`config.mk`:
```
export PLATFORM = sky130hd
export DESIGN_NAME = muldiv_unit_flat
export DESIGN_NICKNAME = d
export VERILOG_FILES = /design/src/rtl/muldiv_if.sv /design/src/rtl/muldiv_unit.sv /design/src/flat_wrapper.sv
export SDC_FILE = /design/constraint.sdc
export NUM_CORES = 1
export LEC_CHECK = 0
export ABC_AREA = 0
export CORE_MARGIN = 1
export CORE_UTILIZATION = 60
export CTS_BUF_LIST = sky130_fd_sc_hd__clkbuf_16
export DETAILED_ROUTE_END_ITERATION = 10
export PLACE_DENSITY = 0.86
export RECOVER_POWER = 25
export SLEW_MARGIN = 40
export SYNTH_ARGS = -nofsm -noshare
export SYNTH_HDL_FRONTEND = slang
export SYNTH_SLANG_ARGS = --single-unit
```
`constraint.sdc`:
```
create_clock -name clk -period 8.4 [get_ports clk]
set_clock_uncertainty 0.15 [all_clocks]
set_input_delay 1.68 -clock clk [delete_from_list [all_inputs] [get_ports clk]]
set_output_delay 1.68 -clock clk [all_outputs]
set_load 0.02 [all_outputs]
```
`src/rtl/muldiv_if.sv`:
```
// muldiv_if: issue and writeback bundle between the LEGv8 control path and muldiv_unit
interface muldiv_if #(
  parameter int WIDTH = 64,
  parameter int REG_AW = 5
);
  logic start;
  logic [1:0] op;
  logic [WIDTH-1:0] op_a;
  logic [WIDTH-1:0] op_b;
  logic [REG_AW-1:0] dest_reg;
  logic busy;
  logic done;
  logic [WIDTH-1:0] result;
  logic [REG_AW-1:0] result_reg;
  logic result_write;
  modport master(
    output start, op, op_a, op_b, dest_reg,
    input busy, done, result, result_reg, result_write
  );
  modport slave(
    input start, op, op_a, op_b, dest_reg,
    output busy, done, result, result_reg, result_write
  );
endinterface

```
`src/rtl/muldiv_unit.sv`:
```
// muldiv_unit: fixed-latency radix-2 MUL/UMULH/UDIV/SDIV execute unit for the LEGv8 datapath
module muldiv_unit #(
  parameter int WIDTH = 64,
  parameter int REG_AW = 5,
  parameter int ZERO_REG = 31
) (
  input logic clk,
  input logic rst_n,
  muldiv_if.slave bus
);
  localparam logic [1:0] IDLE = 2'd0, RUN = 2'd1, FIX = 2'd2, DONE = 2'd3;
  localparam int CW = $clog2(WIDTH + 1);
  logic [1:0] state;
  logic [1:0] op;
  logic [CW-1:0] cnt;
  logic [2*WIDTH-1:0] acc;
  logic [WIDTH-1:0] b;
  logic [WIDTH-1:0] result;
  logic [REG_AW-1:0] result_reg;
  logic neg;
  logic take;
  logic ge;
  logic [WIDTH:0] sum;
  logic [WIDTH:0] rem;
  logic [WIDTH-1:0] diff;
  logic [2*WIDTH-1:0] mul_next;
  logic [2*WIDTH-1:0] div_next;
  // A new op may be accepted from IDLE or from DONE, giving a WIDTH+3 issue interval
  assign take = bus.start && (state == IDLE || state == DONE);
  // Shift-add: acc = {partial product, remaining multiplier bits}
  assign sum = {1'b0, acc[2*WIDTH-1:WIDTH]} + (acc[0] ? {1'b0, b} : '0);
  assign mul_next = {sum, acc[WIDTH-1:1]};
  // Restoring divide: acc = {remainder, dividend bits shifting into quotient}
  assign rem = acc[2*WIDTH-1:WIDTH-1];
  assign ge = rem >= {1'b0, b};
  assign diff = rem[WIDTH-1:0] - b;
  assign div_next = {ge ? diff : rem[WIDTH-1:0], acc[WIDTH-2:0], ge};
  assign bus.busy = state != IDLE;
  assign bus.done = state == DONE;
  assign bus.result = result;
  assign bus.result_reg = result_reg;
  assign bus.result_write = bus.done && result_reg != REG_AW'(ZERO_REG);
  // Control FSM and datapath; the first RUN cycle (cnt==WIDTH) takes SDIV magnitudes, then WIDTH radix-2 steps
  always_ff @(posedge clk or negedge rst_n)
    if (!rst_n) begin
      state <= IDLE;
      op <= '0;
      cnt <= '0;
      acc <= '0;
      b <= '0;
      neg <= 1'b0;
      result <= '0;
      result_reg <= '0;
    end else if (take) begin
      state <= RUN;
      op <= bus.op;
      cnt <= CW'(WIDTH);
      acc <= {{WIDTH{1'b0}}, bus.op_a};
      b <= bus.op_b;
      neg <= bus.op_a[WIDTH-1] ^ bus.op_b[WIDTH-1];
      result_reg <= bus.dest_reg;
    end else if (state == DONE) begin
      state <= IDLE;
    end else if (state == FIX) begin
      state <= DONE;
      result <= !op[1] ? (op[0] ? acc[2*WIDTH-1:WIDTH] : acc[WIDTH-1:0]) :
                b == '0 ? '0 :
                op[0] && neg ? -acc[WIDTH-1:0] : acc[WIDTH-1:0];
    end else if (state == RUN) begin
      cnt <= cnt - 1'b1;
      if (cnt == '0) state <= FIX;
      if (cnt == CW'(WIDTH)) begin
        if (op == 2'd3) begin
          acc[WIDTH-1:0] <= acc[WIDTH-1] ? -acc[WIDTH-1:0] : acc[WIDTH-1:0];
          b <= b[WIDTH-1] ? -b : b;
        end
      end else begin
        acc <= op[1] ? div_next : mul_next;
      end
    end
endmodule

```
`src/flat_wrapper.sv`:
```
// flat-port wrapper written by rule: the top's interface ports become plain ports
module muldiv_unit_flat 
#(
  parameter int WIDTH = 64,
  parameter int REG_AW = 5,
  parameter int ZERO_REG = 31
)
  (clk, rst_n, bus_start, bus_op, bus_op_a, bus_op_b, bus_dest_reg, bus_busy, bus_done, bus_result, bus_result_reg, bus_result_write);
  muldiv_if #(.WIDTH(WIDTH), .REG_AW(REG_AW)) bus_i ();
  input logic clk;
  input logic rst_n;
  input wire logic [$bits(bus_i.start)-1:0] bus_start;
  input wire logic [$bits(bus_i.op)-1:0] bus_op;
  input wire logic [$bits(bus_i.op_a)-1:0] bus_op_a;
  input wire logic [$bits(bus_i.op_b)-1:0] bus_op_b;
  input wire logic [$bits(bus_i.dest_reg)-1:0] bus_dest_reg;
  output wire logic [$bits(bus_i.busy)-1:0] bus_busy;
  output wire logic [$bits(bus_i.done)-1:0] bus_done;
  output wire logic [$bits(bus_i.result)-1:0] bus_result;
  output wire logic [$bits(bus_i.result_reg)-1:0] bus_result_reg;
  output wire logic [$bits(bus_i.result_write)-1:0] bus_result_write;
  assign bus_i.start = bus_start;
  assign bus_i.op = bus_op;
  assign bus_i.op_a = bus_op_a;
  assign bus_i.op_b = bus_op_b;
  assign bus_i.dest_reg = bus_dest_reg;
  assign bus_busy = bus_i.busy;
  assign bus_done = bus_i.done;
  assign bus_result = bus_i.result;
  assign bus_result_reg = bus_i.result_reg;
  assign bus_result_write = bus_i.result_write;
  muldiv_unit #(.WIDTH(WIDTH), .REG_AW(REG_AW), .ZERO_REG(ZERO_REG)) u_core (.clk(clk), .rst_n(rst_n), .bus(bus_i));
endmodule
```
Word level (Yosys, flattened, before mapping)
Cells that the tools add are included.
Widths: inputs -> output; s select.
{ "totals": {"ff_bits": 273, "input_bits": 138, "out_inout_bits": 72} }
{ "classes": {"n_addsub": 5, "magnitude_cmp": 1, "eq_ne": 11, "mux": 31, "bitwise_logic": 3, "reduce_logical": 22} }
{ "op_table": {"columns": ["operator", "n"], "rows": [
  ["$mux 64", 17],
  ["$mux 128", 5],
  ["$neg 64->64", 2],
  ["$add 64x65->65", 1],
  ["$ge 65x64->1", 1],
  ["$logic_not 64->1", 1],
  ["$sub 64x64->64", 1],
  ["$mux 7", 4],
  ["$mux 2", 5],
  ["$reduce_and 5->1", 2],
  ["$reduce_bool 2->1", 5],
  ["$reduce_and 4->1", 2],
  ["$reduce_bool 4->1", 2],
  ["$eq 7x7->1 const B", 1],
  ["$logic_not 7->1", 1],
  ["$sub 7x1->7 const B", 1],
  ["$eq 2x2->1 const B", 3],
  ["$reduce_and 3->1", 2],
  ["$reduce_and 6->1", 1],
  ["$ne 5x5->1 const B", 1],
  ["$ne 2x1->1 const B", 2],
  ["$logic_and 1x1->1", 3],
  ["$ne 3x1->1 const B", 1],
  ["$ne 3x2->1 const B", 1],
  ["7 further kinds", 8]
]} }

Logic depth before layout (Yosys ltp)
{ "logic_depth": {"depth_word": 8, "ltp_mapped": 17, "ltp_nobuf": 16} }

Least setup slack after synthesis
OpenSTA, ideal clock, no wires.
{ "synth_path": {"path_type": "register to register", "from": "register u_core.acc[22]", "to": "register u_core.acc[63]", "arrival_ns": 4.080, "required_ns": 8.172, "slack_ns": 4.092, "stages_incl_launch_ff": 16, "n_path_buf": 2, "period_less_slack_ns": 4.308, "path_cell_list": "dfrtp_1 -> clkbuf_1 -> or4_1 -> or4_1 -> nor4_1 -> nand3_1 -> or4_1 -> or4_1 -> clkbuf_1 -> nor4b_1 -> ha_1 -> nand3b_1 -> o21ai_0 -> a211oi_1 -> a21oi_1 -> a21oi_1"} }
{ "synth_via": {"elab_chain_cells": 8} }
{ "synth_rtl": {"columns": ["item", "line_no", "text"], "rows": [
  ["from (decl)", "muldiv_unit.sv:16", "logic [2*WIDTH-1:0] acc;"],
  ["from (signal assigned)", "muldiv_unit.sv:58", "acc <= {{WIDTH{1'b0}}, bus.op_a};"],
  ["from (signal, indexed assignment)", "muldiv_unit.sv:74", "acc[WIDTH-1:0] <= acc[WIDTH-1] ? -acc[WIDTH-1:0] : acc[WIDTH-1:0];"],
  ["from (signal assigned)", "muldiv_unit.sv:78", "acc <= op[1] ? div_next : mul_next;"],
  ["$neg 64->64", "muldiv_unit.sv:74", null],
  ["$mux 64", "muldiv_unit.sv:74", null],
  ["$mux 64", "muldiv_unit.sv:73", "if (op == 2'd3) begin"],
  ["$mux 64", "muldiv_unit.sv:72", "if (cnt == CW'(WIDTH)) begin"],
  ["$mux 128", "muldiv_unit.sv:69", "end else if (state == RUN) begin"],
  ["$mux 128", "muldiv_unit.sv:64", "end else if (state == FIX) begin"],
  ["$mux 128", "muldiv_unit.sv:62", "end else if (state == DONE) begin"],
  ["$mux 128", "muldiv_unit.sv:54", "end else if (take) begin"]
]} }
No other way between the ends. The select of a mux whose other input is x is not followed.
A chain may end at the register's enable or synchronous reset.

==> results_dict.tcl <==
set metrics [dict create \
    ys.flop_type "dfrtp_1" \
    drt_iter0_markers 3595 \
    swShare_pct 54.5 \
    syn_nets 3744 \
    criticalPathCategory "in -> async" \
    max-vdd-ir-drop_uv 376 \
    status "finished with violations" \
    core_um2 43000 \
    postCtsHoldBufs 0 \
    worst_pin_slew_ns 2.83 \
    root_buffer "clkbuf_16" \
    io_buffer_count 209 \
    critical-path-max-stage-delay_ns 2.14 \
    yosysWarnings 0 \
    cts_buffer_depth 3 \
    cts_buffers 35 \
    p_int_uw 6820 \
    synth_top_family_by_area "compound AO/OA/AOI/OAI gates" \
    grt_util_all_layers_pct 40.0 \
    dieArea_um2 44400 \
    die_w_um 211 \
    largest_reg_flops 128 \
    worstSkewPairLatency_ns 0.57 \
    drt_wl_total_um 90900 \
    drt_first_pass_iters 6 \
    synth_top_cell_area_share_pct 26.2 \
    wire_per_inst_um 22.3 \
    cts_resized 0 \
    drive_above_1_share_pct 5.26 \
    slowest_stage "clkbuf_2" \
    synth_adder_area_share_pct 6.72 \
    drc 0 \
    synth_xor_area_share_pct 5.97 \
    drv_slew 144 \
    fin_area_um2 29300 \
    cts_num_sinks 273 \
    final_cells 4082 \
    synth_compound_area_share_pct 26.7 \
    synthTopCellsByCount "nand2_1, a21oi_1, o21ai_0, nor2_1, dfrtp_1" \
    slew_headroom_pct -88.9 \
    maxCapViolations 2 \
    rsz0062_at_grt "no" \
    final_hold_viol_count 0 \
    powerDensity_nw_per_um2 512 \
    start_kind "primary input" \
    cts_htree_levels 2 \
    die_y_um 211 \
    cts_tree "built" \
    grt_start_max_net_pins 112 \
    gp_congestion 0.988 \
    via_per_inst 6.83 \
    required_ns 7.92 \
    placed_area_um2 28300 \
    utilization_pct 68.2 \
    critPathCaptureType "async pin" \
    hpwlAfterDp_um 64700 \
    violations "capacitance limit, slew limit" \
    ys_ff_latch 273 \
    combPwrFrac_pct 70.5 \
    syn_avg_cell_area_um2 7.53 \
    p_leak_uw 0.0123 \
    grt_pass1_wl_um 141000 \
    synth_cell_types 80 \
    grt-ovfl-total 0 \
    cp.buffers_inverters 2 \
    grt_pass1_vias 25200 \
    period_minus_slack_ns 5.86 \
    nNetsFinal 3752 \
    path_cells "clkbuf_1 -> clkbuf_2" \
    crit_path_max_fanout 111 \
    path_delay_family "buffers and inverters" \
    cts_setup_buffers 0 \
    yosysSeqAreaShare_pct 26.2 \
    synth_area_um2 26100 \
    clock.fmax_mhz 171 \
    initial_core_util_pct 60.8 \
    hp-class "reg -> reg" \
    synthCells 3467 \
    synthMostInstantiatedCell "nand2_1" \
    syn_to_final_growth_pct 12.3 \
    setup_tns_ns 0 \
    dp.cells 4021 \
    seqPwrFrac_pct 20.0 \
    crit_arrival_ns 5.38 \
    synth_enable_flop_cells 0 \
    setup_violations 0 \
    p_sw_uw 8190 \
    rows 76 \
    muxShareOfSynthArea_pct 7.73 \
    io_pins 210 \
    ant_nets 0 \
    diodes 0 \
    yosys.area_share.simple_pct 20.4 \
    yosysTopAreaCell "dfrtp_1" \
    dr_total_vias 27900 \
    power_uw 15000 \
    antenna_found_initial 1 \
    fin_crit_sh_pct 69.8 \
    synthTopCellsByArea "dfrtp_1, ha_1, a21oi_1" \
    clock_power_share_pct 9.5 \
    cts.clk_slew.worst_paths_ns 0.06 \
    async_reset_ff_share_pct 100 \
]
## power by group through the flow
stage	clock network, uW	logic [uW]	registers [uW]
global route	1490	11500	3040
CTS	1430	10300	2940
global placement	0	10100	2930
floorplan	0	7690	2600
detailed placement	0	10200	2950
finish	1430	10600	3000
## logic make-up after synthesis
group	Yosys count
xor gates and xnor gates	178
DFF	273
adders and majority gates	139
and+or+nand+nor	1135
muxes	195
AOI/OAI and AO/OA	1131
buffers and inverters	416
## per-stage QoR
step | setup WS, ns | hold slack, ns
after floorplan | 4.09 | 0.314
after CTS | 3.20 | 0.333
after global placement | 2.81 | 0.311
final | 2.54 | 0.330
after global routing | 1.66 | 0.366
after detailed placement | 2.60 | 0.321
## layout by cell type (no fill, tap or decap), types with 31 or more instances in the layout
cell             count
a21o_1              73
nand2_1            311
nand4_1             59
mux2i_1            141
o21ai_0            299
nand3_1             91
a21oi_1            310
xnor2_1            125
nor3_1             194
inv_1              142
ha_1               136
a221oi_1            37
clkbuf_16           35
xor2_1              53
clkdlybuf4s50_1    208
o22ai_1             60
mux2_2              54
o21ai_1             31
dfrtp_1            271
a211oi_1            51
nor2_1             293
buf_4               32
## final timing paths
path                                       startpoint                     to  slack [ns]  cells past startpoint
max in group clk                       u_core.acc[63]        u_core.acc[118]        3.18                     15
worst max register to register         u_core.acc[63]        u_core.acc[118]        3.18                     15
min in group asynchronous                       rst_n           u_core.b[19]        1.56                      1
worst max-delay path                            rst_n           u_core.op[1]        2.54                      2
worst min register to register  u_core.bus.result[62]  u_core.bus.result[62]        0.33                      1
worst min-delay path            u_core.bus.result[62]  u_core.bus.result[62]        0.33                      1
## area by class of cell
class,instances,area (um^2)
repair buffers,249,2430
inverters,138,518
flip-flops and latches,273,6840
fillers,3676,13600
clock buffers,35,876
multi-input cells,2778,17800
well taps,585,732
clock inverters,24,159
## routing by layer
layer / global-route usage, % / up-vias / share of wire, %
li1: - / 12700 / -
met1: 52.2 / 13100 / 39
met2: 61.5 / 1764 / 44
met3: 6.62 / 353 / 9.7
met4: 26.0 / 0 / 7.6
met5: 0 / - / 0
(Power assumes the default switching activity.)
